File: config.mk
export PLATFORM = sky130hd
export DESIGN_NAME = fp_add_sequencer
export DESIGN_NICKNAME = d
export VERILOG_FILES = /design/src/rtl/fp_add_sequencer.sv
export SDC_FILE = /design/constraint.sdc
export NUM_CORES = 1
export LEC_CHECK = 0
export ABC_AREA = 1
export BUFFER_PORTS_ARGS = -buffer_cell sky130_fd_sc_hd__buf_2
export CAP_MARGIN = 20
export CORE_ASPECT_RATIO = 0.75
export CORE_MARGIN = 8
export CORE_UTILIZATION = 25
export CTS_CLUSTER_SIZE = 20
export DETAILED_ROUTE_END_ITERATION = 12
export PLACE_DENSITY = 0.48
export SLEW_MARGIN = 20
export SYNTH_ARGS = -nofsm -noshare
export SYNTH_HDL_FRONTEND = slang
export SYNTH_SLANG_ARGS = --single-unit
File: constraint.sdc
create_clock -name clk -period 12.6 [get_ports clk]
set_clock_uncertainty 0.15 [all_clocks]
set_input_delay 1.89 -clock clk [delete_from_list [all_inputs] [get_ports clk]]
set_output_delay 1.89 -clock clk [all_outputs]
set_load 0.02 [all_outputs]
File: src/rtl/fp_add_sequencer.sv
// fp_add_sequencer: multi-cycle IEEE-754 single-precision adder.
// One shared datapath steps through unpack/swap, align, add, normalise, pack.
//
// Ports:
//   clk, rst            rising-edge clock, synchronous active-high reset
//   in_valid/in_ready   operand handshake (in_ready only in IDLE)
//   operand1, operand2  IEEE-754 operands
//   sub                 FP_ADD_SUB_EN only: 1 computes operand1-operand2
//   out_valid/out_ready result handshake (result held until accepted)
//   result              IEEE-754 sum
//   busy                high whenever not IDLE
//
// Optional feature macro: FP_ADD_SUB_EN (adds the sub port).
// Rounding is truncation: no guard, round or sticky bits are kept.
module fp_add_sequencer #(
  parameter int EXP_W = 8,
  parameter int MAN_W = 23
) (
  input  logic                     clk,
  input  logic                     rst,
  input  logic                     in_valid,
  output logic                     in_ready,
  input  logic [EXP_W+MAN_W:0]     operand1,
  input  logic [EXP_W+MAN_W:0]     operand2,
`ifdef FP_ADD_SUB_EN
  input  logic                     sub,
`endif
  output logic                     out_valid,
  input  logic                     out_ready,
  output logic [EXP_W+MAN_W:0]     result,
  output logic                     busy
);

  localparam int W  = 1 + EXP_W + MAN_W;
  localparam int MW = MAN_W + 1;

  localparam logic [EXP_W-1:0] E_ONE = EXP_W'(1);
  localparam logic [EXP_W-1:0] E_MAX = '1;
  localparam logic [EXP_W-1:0] E_MW  = EXP_W'(MW);

  localparam logic [W-1:0] QNAN =
    {1'b0, {EXP_W{1'b1}}, 1'b1, {(MAN_W-1){1'b0}}};

  typedef enum logic [2:0] {
    IDLE, ALIGN, ADD, NORM, PACK, DONE
  } state_t;

  state_t state_q, state_d;

  logic             sgn_q, sgn_d;
  logic             sgn_b_q, sgn_b_d;
  logic [EXP_W-1:0] exp_q, exp_d;
  logic [EXP_W-1:0] exp_b_q, exp_b_d;
  logic [MW-1:0]    man_a_q, man_a_d;
  logic [MW-1:0]    man_b_q, man_b_d;
  logic [MW:0]      acc_q, acc_d;
  logic [W-1:0]     res_q, res_d;

  // Capture-side unpack and swap
  logic             sub_bit;
  logic [W-1:0]     op_b;
  logic             swap;
  logic [W-1:0]     a_w, b_w;
  logic [EXP_W-1:0] a_e, b_e;
  logic             nan_a, nan_b;
  logic             inf_a, inf_b;
  logic             special;
  logic [W-1:0]     spec_val;

`ifdef FP_ADD_SUB_EN
  assign sub_bit = sub;
`else
  assign sub_bit = 1'b0;
`endif

  assign op_b = {operand2[W-1] ^ sub_bit, operand2[W-2:0]};
  // Tie keeps operand1 as A
  assign swap = op_b[W-2:0] > operand1[W-2:0];
  assign a_w  = swap ? op_b : operand1;
  assign b_w  = swap ? operand1 : op_b;
  assign a_e  = a_w[W-2:MAN_W];
  assign b_e  = b_w[W-2:MAN_W];

  assign nan_a = (&a_e) && (|a_w[MAN_W-1:0]);
  assign nan_b = (&b_e) && (|b_w[MAN_W-1:0]);
  assign inf_a = (&a_e) && !(|a_w[MAN_W-1:0]);
  assign inf_b = (&b_e) && !(|b_w[MAN_W-1:0]);

  // A is the larger magnitude, so a non-NaN inf on B implies inf on A
  assign special = nan_a || nan_b || inf_a;

  always_comb begin
    spec_val = a_w;
    if (nan_a || nan_b ||
        (inf_a && inf_b && (a_w[W-1] != b_w[W-1])))
      spec_val = QNAN;
  end

  // Datapath helpers
  logic [EXP_W-1:0] diff;
  logic [MW:0]      sum;
  logic [MW:0]      shl;
  logic [EXP_W-1:0] exp_dec;
  logic [EXP_W-1:0] exp_fld;

  assign diff = exp_q - exp_b_q;
  assign sum  = (sgn_q == sgn_b_q)
              ? {1'b0, man_a_q} + {1'b0, man_b_q}
              : {1'b0, man_a_q} - {1'b0, man_b_q};
  assign shl     = {acc_q[MW-1:0], 1'b0};
  assign exp_dec = exp_q - E_ONE;
  // Missing hidden bit means denormal, except the inf encoding
  assign exp_fld = (acc_q[MAN_W] || (&exp_q)) ? exp_q : '0;

  always_comb begin
    state_d   = state_q;
    sgn_d     = sgn_q;
    sgn_b_d   = sgn_b_q;
    exp_d     = exp_q;
    exp_b_d   = exp_b_q;
    man_a_d   = man_a_q;
    man_b_d   = man_b_q;
    acc_d     = acc_q;
    res_d     = res_q;
    in_ready  = 1'b0;
    out_valid = 1'b0;
    busy      = 1'b1;
    unique case (state_q)
      IDLE: begin
        in_ready = 1'b1;
        busy     = 1'b0;
        if (in_valid) begin
          sgn_d   = a_w[W-1];
          sgn_b_d = b_w[W-1];
          exp_d   = a_e;
          exp_b_d = b_e;
          man_a_d = {|a_e, a_w[MAN_W-1:0]};
          man_b_d = {|b_e, b_w[MAN_W-1:0]};
          if (special) begin
            res_d   = spec_val;
            state_d = DONE;
          end else begin
            state_d = ALIGN;
          end
        end
      end
      ALIGN: begin
        man_b_d = (diff >= E_MW) ? '0 : (man_b_q >> diff);
        state_d = ADD;
      end
      ADD: begin
        acc_d   = sum;
        state_d = PACK;
        if (sum[MW]) begin
          acc_d = sum >> 1;
          exp_d = exp_q + E_ONE;
          if (exp_q == E_MAX - E_ONE) begin
            acc_d = '0;
            exp_d = E_MAX;
          end
        end else if (sum == '0) begin
          sgn_d = 1'b0;
          exp_d = '0;
        end else if (!sum[MAN_W] && (exp_q > E_ONE)) begin
          state_d = NORM;
        end
      end
      NORM: begin
        acc_d = shl;
        exp_d = exp_dec;
        if (shl[MAN_W] || (exp_dec == E_ONE))
          state_d = PACK;
      end
      PACK: begin
        res_d   = {sgn_q, exp_fld, acc_q[MAN_W-1:0]};
        state_d = DONE;
      end
      DONE: begin
        out_valid = 1'b1;
        if (out_ready)
          state_d = IDLE;
      end
      default: state_d = IDLE;
    endcase
  end

  always_ff @(posedge clk) begin
    if (rst)
      state_q <= IDLE;
    else
      state_q <= state_d;
  end

  always_ff @(posedge clk) begin
    if (rst) begin
      sgn_q   <= 1'b0;
      sgn_b_q <= 1'b0;
      exp_q   <= '0;
      exp_b_q <= '0;
      man_a_q <= '0;
      man_b_q <= '0;
      acc_q   <= '0;
      res_q   <= '0;
    end else begin
      sgn_q   <= sgn_d;
      sgn_b_q <= sgn_b_d;
      exp_q   <= exp_d;
      exp_b_q <= exp_b_d;
      man_a_q <= man_a_d;
      man_b_q <= man_b_d;
      acc_q   <= acc_d;
      res_q   <= res_d;
    end
  end

  assign result = res_q;

endmodule

Word level (Yosys, flattened, before mapping):

Cells that the tools add are included.

* shift-type cells: 1
* muxes and demuxes: 34
* reduce and logical (&&, ||, !) cells: 35
* equality and inequality tests: 16
* $lt $le $gt $ge: 3
* add/sub/neg operators: 5

Operators with widths (count)
* $mux W32: 5
* $mux W24: 4
* $pmux W24 S2: 2
* $pmux W32 S2: 1
* $reduce_or A23 Y1: 2
* $mux W8: 5
* $gt A31 B31 Y1: 1
* $add A24 B24 Y25: 1
* $logic_not A25 Y1: 1
* $mux W25: 1
* $sub A24 B24 Y25: 1
* $pmux W8 S3: 1
* $reduce_and A8 Y1: 3
* $shr A24 B8 Y24: 1
* $mux W3: 7
* $pmux W3 S6: 1
* $reduce_or A8 Y1: 2
* $ne A2 B2 Y1 const B: 6
* $reduce_and A3 Y1: 3
* $add A8 B1 Y8 const B: 1
* $eq A8 B1 Y1 const B: 1
* $eq A8 B8 Y1 const B: 1
* $ge A8 B5 Y1 const B: 1
* $gt A8 B1 Y1 const B: 1
* other kinds (18): 41

* flip-flop bits (word level): 125
* input bits: 68

Depth between registers and ports, before layout:

Gate-level depths: netlist of run 1.

* word-level depth: 12
* mapped depth: 31

Worst setup path before layout of run 1:

Ideal clock, no wire load.

* path type: input port to flip-flop
* start point: input operand1[30]
* end point: register res_q[22], in the netlist result[22]
* arrival: 4.089 ns
* buffers on the path: 2
* slack: 8.247 ns
* stages: 21
* cells stage by stage: inv_1 > ha_1 > nand2_1 > nor2_2 > nand4_1 > nor2_1 > nand2_1 > nand2_4 > nand2_4 > buf_6 > buf_6 > o21ai_0 > inv_1 > nor2_1 > nand4_1 > nand2_2 > nand2_1 > nand2_2 > nand2_1 > nor2_1 > nor2_1

* word-level cells in the longest chain between the ends: 12
* elaborated cells on any way between the ends: 25
* those cells by class: order compare: 1; eq/ne: 2; mux: 6; reduce/logical: 16

RTL lines
* start: declaration: line 23 `input logic [EXP_W+MAN_W:0] operand1,`
* $gt A31 B31 Y1: line 78 `assign swap = op_b[W-2:0] > operand1[W-2:0];`
* $mux W32 (on tied branches): line 79, 80
* $reduce_or A23 Y1 (on tied branches)
* $logic_not A1 Y1 (on tied branches): line 86, 87
* $logic_and A1 B1 Y1 (on tied branches): line 86, 87
* $logic_and A1 B1 Y1 (2 in a row): line 95 `(inf_a && inf_b && (a_w[W-1] != b_w[W-1])))`
* $logic_or A1 B1 Y1: line 94 `if (nan_a || nan_b ||`
* $mux W32: line 94
* $mux W32: line 139 `if (special) begin`
* $mux W32: line 132 `if (in_valid) begin`
* $pmux W32 S2: line 128 `unique case (state_q)`
* end signal: assignment: line 212 `res_q <= res_d;`
* end: declaration: line 57 `logic [W-1:0] res_q, res_d;`

Parallel ways exist; a longest one is shown, timed or not. The select of a mux whose other input is x is not followed.
A chain may end at the register's enable or synchronous reset.

Final worst setup path of run 1:

* start point: input operand1[6]
* end point: register res_q[22], in the netlist result[22]

Same word-level chain as after synthesis.

==> metrics.md, run 1 <==
| Metric | Value |
|---|---|
| Run status | completed |
| Dominant cell type by area after synthesis | dfxtp_1 |
| Total Routed Length | 41.7 mm |
| Post-cts hold buffer count | 0 |
| Simple-gate share of the synthesized area | 0.341 |
| Final critical path time including I/O delays and setup | 5.91 ns |
| Critical path data required time | 12.77 ns |
| Dominant cell by count in the synthesized netlist | nand2_1 |
| Resized Gates After CTS | 0 |
| Clock Pin Slew Worst Setup and Hold Paths | 0.06 ns |
| Normalized max-slew margin | 0.276 |
| Post-CTS setup-driven buffer insertion count | 0 |
| Antenna violations before repair | 4 |
| Setup total negative slack | 0 ns |
| Clock Path Buffers | 2 |
| Sequential element share of the synthesized area | 0.225 |
| Net Count, Synth | 2,014 |
| Leading register cell type out of synthesis | dfxtp_1 |
| First-pass GRT wire length | 64.6 mm |
| CP Data Arrival Time | 6.08 ns |
| Master cell of the clock root buffer | clkbuf_16 |
| Number of maximum-capacitance violations | 0 |
| Die area | 0.0516 sq mm |
| Number of standard cells after synthesis | 1,877 |
| Multiplexer fraction of the synthesized cell area | 0 |
| DRC Markers | 0 |
| Parity-gate share of the synthesized area counting xor and xnor cells | 0.0410 |
| Fraction of the mapped netlist area in compound gates | 0.203 |
| Via count of the first global-routing pass | 11,172 |
| First-pass iteration count of the detailed router | 5 |
| Global route overflow | 0 |
| Share of the cycle needed by the critical path after routing | 0.469 |
| Arithmetic-cell share of the synthesized area counting full adders, half adders and majority gates | 0.0790 |
| Standard-cell rows | 67 |
| Antenna diode count | 0 |
| Filler Cells Inserted | 5,037 |
| Clock net sink count | 125 |
| H-Tree Level Count | 4 |
| Count of boundary I/O pins | 103 |
| Number of warnings reported in the yosys synthesis log | 0 |
| Type of destination of the critical path | flop |
| Weighted congestion at the end of routability-driven global placement | 0.925 |
| Mean Syn Cell Area | 5.92 sq um |
| Area of the core | 0.0443 sq mm |
| CP Max Fanout | 86 |
| Number of vias per cell after detailed routing | 4.88 |
| Source-to-sink clock delay at the later pin of the worst-skew pair | 0.43 ns |
| Synth Register Bits | 125 |
| Hold violation count in the final report | 0 |
| Ys async rst share | 0 |
| Nets | 2,063 |
| Total standard cell area after synthesis | 0.0111 sq mm |
| RSZ-0062 raised after global routing | no |
| Largest net degree at the start of global routing | 89 |
| CTS Buf Count | 17 |
| Floorplan die height | 199 um |
| Detail-routed net length per standard cell | 16.5 um |
| Synth-to-layout area growth | 13.7% |
| Type of the tightest min-delay check | reg -> reg |
| Starting Density | 0.251 |
| GRT Overall Usage | 0.158 |
| Worst-Margin Slew | 1.08 ns |
| Dominant combinational cell family by area after synthesis | simple AND/OR/NAND/NOR gates |
| Count of distinct cell types in the synthesized netlist | 48 |
| Number of buffers inserted by port buffering | 102 |
| Number of slew-limit violations in the final report | 0 |
| EDFF count, synth | 0 |
| Total via count after detailed routing | 12,316 |
| Post-DRT Antenna Nets | 0 |
| Most frequent cells after synthesis | 531 x nand2_1, 219 x inv_1, 187 x nor2_1, 148 x o21ai_0, 142 x a21oi_1 |
| Leading cell types by total area after synthesis | dfxtp_1 23%, nand2_1 18%, ha_1 7.5% |
| Maximum achievable frequency | 169 MHz |
| HPWL after detailed placement | 33.4 mm |
| Detailed router's first-iteration violation count | 1,152 |
| Final-report setup violation count | 0 |
| Width of the die | 260 um |
| Classification of the worst setup path | in -> reg |
| Share of cells above drive strength 1 | 0.0877 |
| Fraction of post-synthesis cell area in the top cell type by area | 0.225 |
| TritonCTS clock tree | yes |
| CP Launch Type | input pin |
metal layers:
metal	routed length [um]	share of wire	track usage	up-vias
li1	-	-	-	6266
met1	22400	0.54	0.247	5629
met2	15900	0.38	0.216	379
met3	2910	0.070	0.0350	36
met4	487	0.012	0.0306	6
met5	42	0.0010	0	-
state kept, by name, summed over array words and instances, names as in the netlist:
name	count
acc_q	24
exp_b_q	8
exp_q	8
man_a_q	24
man_b_q	24
result	32
sgn_b_q	1
sgn_q	1
state_q	3
final timing paths:
check | endpoint | depth (start not counted) | from | slack, ns
worst min-delay path | result[14]$_SDFFE_PP0P_ | 2 | result[14]$_SDFFE_PP0P_ | 0.31
worst max register to register | exp_q[2]$_SDFFE_PP0P_ | 27 | man_b_q[0]$_SDFFE_PP0P_ | 7.03
worst min register to register | result[14]$_SDFFE_PP0P_ | 2 | result[14]$_SDFFE_PP0P_ | 0.31
worst max-delay path | result[22]$_SDFFE_PP0P_ | 18 | operand1[6] | 6.69
cell type report:
type | count | area (sq um) | area share
timing repair buffer | 116 | 616 | 0.0487
tap | 586 | 733 | 0.0580
sequential | 125 | 2500 | 0.198
multi-input combinational | 1442 | 7390 | 0.584
clock buffer | 17 | 425 | 0.0336
clock inverter | 15 | 140 | 0.0111
inverter | 224 | 841 | 0.0665
kinds of logic after synthesis:
logic type / count (synthesis)
buffers and inverters: 310
AOI/OAI and AO/OA: 401
adders and majority gates: 69
xor gates and xnor gates: 52
DFF: 125
and+or+nand+nor: 920
worst max-delay path: stages:
cell     delay [ns]
buf_2          0.10
inv_1          0.04
ha_1           0.29
nand2_1        0.07
nor2_1         0.21
nand3_1        0.12
nor3_2         0.15
nand3_2        0.59
nand2_4        0.89
inv_2          0.22
o21ai_0        0.41
nand4_1        0.21
nand2_2        0.18
nand2_1        0.10
nand2_2        0.20
nand2_1        0.10
nor2_1         0.16
nor2_1         0.06
cell usage in the layout (no fill, tap or decap), types with 4 or more instances in the layout:
| master | Yosys | final |
|---|---|---|
| nand2_1 | 531 | 531 |
| inv_1 | 219 | 219 |
| nor2_1 | 187 | 185 |
| o21ai_0 | 148 | 148 |
| a21oi_1 | 142 | 142 |
| nand3_1 | 139 | 139 |
| dfxtp_1 | 125 | 125 |
| buf_2 | 9 | 102 |
| ha_1 | 67 | 67 |
| xor2_1 | 41 | 41 |
| o211ai_1 | 32 | 32 |
| nor3_1 | 20 | 20 |
| clkbuf_16 | 0 | 17 |
| nand4_1 | 16 | 16 |
| a31oi_1 | 16 | 16 |
| o21ai_1 | 16 | 16 |
| o221ai_1 | 15 | 15 |
| buf_4 | 5 | 14 |
| xnor2_1 | 11 | 11 |
| or2_2 | 6 | 6 |
| a21o_1 | 6 | 6 |
| nor4_1 | 6 | 6 |
| o21bai_1 | 5 | 5 |
| o21a_1 | 4 | 4 |
| clkinvlp_4 | 0 | 4 |
| clkinv_4 | 0 | 4 |
| inv_6 | 0 | 4 |
through the flow:
stage,setup slack (ns),cells,hold slack (ns),cell area [sq um],utilization
6_report,6.69,2525,0.309,12600,0.286
5_1_grt,6.18,2525,0.329,12600,0.286
4_1_cts,6.71,2525,0.314,12600,0.286
3_5_place_dp,6.25,2493,0.305,12100,0.273
3_3_place_gp,6.23,2493,0.303,12100,0.273
2_1_floorplan,8.25,1877,0.292,11100,-
Power of run 1 is left out: the tool's default activity adds up to more than one toggle a clock period on the data nets, which glitch-free logic cannot reach.
==> run 2, diff against run 1 <==
--- a/config.mk
+++ b/config.mk
@@ -13,7 +13,7 @@
 export CORE_UTILIZATION = 25
 export CTS_CLUSTER_SIZE = 20
 export DETAILED_ROUTE_END_ITERATION = 12
-export PLACE_DENSITY = 0.48
+export PLACE_DENSITY = 0.5
 export SLEW_MARGIN = 20
 export SYNTH_ARGS = -nofsm -noshare
 export SYNTH_HDL_FRONTEND = slang
==> constraint.sdc (replaced) <==
create_clock -name clk -period 5.23 [get_ports clk]
set_clock_uncertainty 0.15 [all_clocks]
set_input_delay 0.7845 -clock clk [delete_from_list [all_inputs] [get_ports clk]]
set_output_delay 0.7845 -clock clk [all_outputs]
set_load 0.02 [all_outputs]
==> run 2 against run 1 <==
  * Wire length down 0.95%
  * Core utilization up 0.33 points
  * Sequential share of layout area fell by 0.23 points
  * Register-to-register slack worse by 6.4 ns
  * Non-clock buffer count up 14
  * Largest cell class unchanged
==> metrics.md, run 2 (same netlist as run 1, synthesis figures left out) <==
| Metric | Value |
|---|---|
| Total via count after detailed routing | 12,316 |
| Normalized max-slew margin | 0.369 |
| Final-report setup violation count | 0 |
| Critical path data required time | 5.45 ns |
| Weighted congestion at the end of routability-driven global placement | 0.900 |
| DRC Markers | 0 |
| Filler Cells Inserted | 5,038 |
| Footprint of the multi-input gates | 0.00742 sq mm |
| Final critical path time including I/O delays and setup | 4.60 ns |
| Met3 WL post-DR | 3.32 mm |
| RSZ-0062 raised after global routing | no |
| Setup total negative slack | 0 ns |
| Master cell of the clock root buffer | clkbuf_16 |
| Type of destination of the critical path | flop |
| Largest net degree at the start of global routing | 88 |
| Number of buffers inserted by port buffering | 102 |
| Clock net sink count | 125 |
| Floorplan die height | 199 um |
| Hold violation count in the final report | 0 |
| Startpoint of the most critical register-to-register path | man_b_q[0]$_SDFFE_PP0P_ |
| R2R Path End | exp_q[0]$_SDFFE_PP0P_ |
| Area of the core | 0.0443 sq mm |
| Nets | 2,077 |
| Width of the die | 260 um |
| CP Launch Type | flop |
| HPWL after detailed placement | 33.3 mm |
| Flip-flop count of the largest register, all copies and words added | 32 |
| Antenna diode count | 0 |
| Path depth of the worst reg2reg path | 27 |
| Clock Path Buffers | 2 |
| Count of boundary I/O pins | 103 |
| Hold Path Cell Cnt | 2 |
| Highest metal layer used by the detailed router | met4 |
| Worst-Margin Slew | 0.947 ns |
| Classification of the worst setup path | reg -> reg |
| CP Max Fanout | 10 |
| Source-to-sink clock delay at the later pin of the worst-skew pair | 0.44 ns |
| Clock Pin Slew Worst Setup and Hold Paths | 0.06 ns |
| Detailed router's first-iteration violation count | 1,152 |
| Via count of the first global-routing pass | 11,542 |
| Most common cell after layout, fill and taps aside | nand2_1 |
| Synth-to-layout area growth | 15.0% |
| Hold path start | result[18]$_SDFFE_PP0P_ |
| Routed wire length on met2 | 15.9 mm |
| Metal-1 WL | 21.7 mm |
| Die area | 0.0516 sq mm |
| Post-DRT Antenna Nets | 0 |
| Post-cts hold buffer count | 0 |
| Detail-routed net length per standard cell | 16.3 um |
| Antenna violations before repair | 0 |
| Maximum achievable frequency | 217 MHz |
| TritonCTS clock tree | yes |
| First-pass iteration count of the detailed router | 5 |
| Hold Worst Slack | 0.307 ns |
| FF/Latch Area | 0.00250 sq mm |
| Number of slew-limit violations in the final report | 0 |
| Share of cells above drive strength 1 | 0.0958 |
| Run status | completed |
| Sink of the worst hold path | result[18]$_SDFFE_PP0P_ |
| CP Data Arrival Time | 4.82 ns |
| Final core occ | 0.289 |
| Starting Density | 0.251 |
| CTS Buf Count | 17 |
| Type of the tightest min-delay check | reg -> reg |
| Number of maximum-capacitance violations | 0 |
| Share of the cycle needed by the critical path after routing | 0.879 |
| Most frequent cells in the layout | 530 x nand2_1, 219 x inv_1, 185 x nor2_1 |
| Standard-cell rows | 67 |
| Worst setup slack for register-to-register paths | 0.63 ns |
| Number of vias per cell after detailed routing | 4.85 |
| Total Routed Length | 41.3 mm |
| First-pass GRT wire length | 65.4 mm |
| GRT Overall Usage | 0.160 |
| H-Tree Level Count | 4 |
| Global route overflow | 0 |
==> run 2: worst max-delay path by stage <==
stage,cells past startpoint,end,startpoint,slack (ns)
after detailed placement,27,exp_q[0]$_SDFFE_PP0P_,man_b_q[0]$_SDFFE_PP0P_,0.36
after global routing,27,exp_q[6]$_SDFFE_PP0P_,man_b_q[0]$_SDFFE_PP0P_,0.03
final,27,exp_q[0]$_SDFFE_PP0P_,man_b_q[0]$_SDFFE_PP0P_,0.63
after global placement,27,exp_q[2]$_SDFFE_PP0P_,man_b_q[0]$_SDFFE_PP0P_,0.42
after CTS,27,exp_q[0]$_SDFFE_PP0P_,man_b_q[0]$_SDFFE_PP0P_,0.31
after floorplan,26,acc_q[1]$_SDFFE_PP0N_,man_b_q[0]$_SDFFE_PP0P_,1.15
==> run 2: stage by stage <==
step / area, sq um / instances / setup slack, ns
after floorplan: 11100 / 1877 / 1.15
after global placement: 12200 / 2507 / 0.417
after detailed placement: 12200 / 2507 / 0.364
after CTS: 12800 / 2538 / 0.305
after global routing: 12800 / 2538 / 0.0328
final: 12800 / 2538 / 0.632
==> run 2: timing repair <==
item                       CTS  global route
gates resized for setup      0             6
buffers inserted             0             0
setup endpoints to repair    0            33
hold endpoints to repair     0             0
==> run 2: layer usage <==
layer	global-route usage	vias up
met3	0.0469	30
met5	0	-
met2	0.215	411
met4	0.0308	0
met1	0.246	5594
li1	-	6281
==> run 2: area by class of cell <==
| cell class | instances | share of cell area |
|---|---|---|
| multi-input cells | 1442 | 0.580 |
| flip-flops and latches | 125 | 0.196 |
| inverters | 224 | 0.0657 |
| well taps | 586 | 0.0573 |
| repair buffers | 130 | 0.0563 |
| clock buffers | 20 | 0.0357 |
| clock inverters | 11 | 0.00929 |
==> run 2: worst max-delay path, stage by stage (launching register included) <==
cell,delay [ns]
dfxtp_1,0.34
nor3_2,0.21
inv_1,0.06
nor3_1,0.17
nand3_1,0.13
nor3_1,0.21
nand3_1,0.18
nor3_4,0.19
nand4_1,0.14
nand3b_1,0.21
nand2_1,0.11
o21a_1,0.14
xor2_1,0.15
ha_1,0.32
a21oi_2,0.18
o21bai_1,0.08
a221oi_1,0.27
nand2_1,0.11
inv_1,0.06
nand2_1,0.06
nand2_2,0.12
inv_2,0.11
nand3_1,0.12
nand2_1,0.08
o21ai_2,0.18
buf_4,0.19
o21ai_1,0.09
a21oi_1,0.15
Power of run 2 is left out for the same reason.
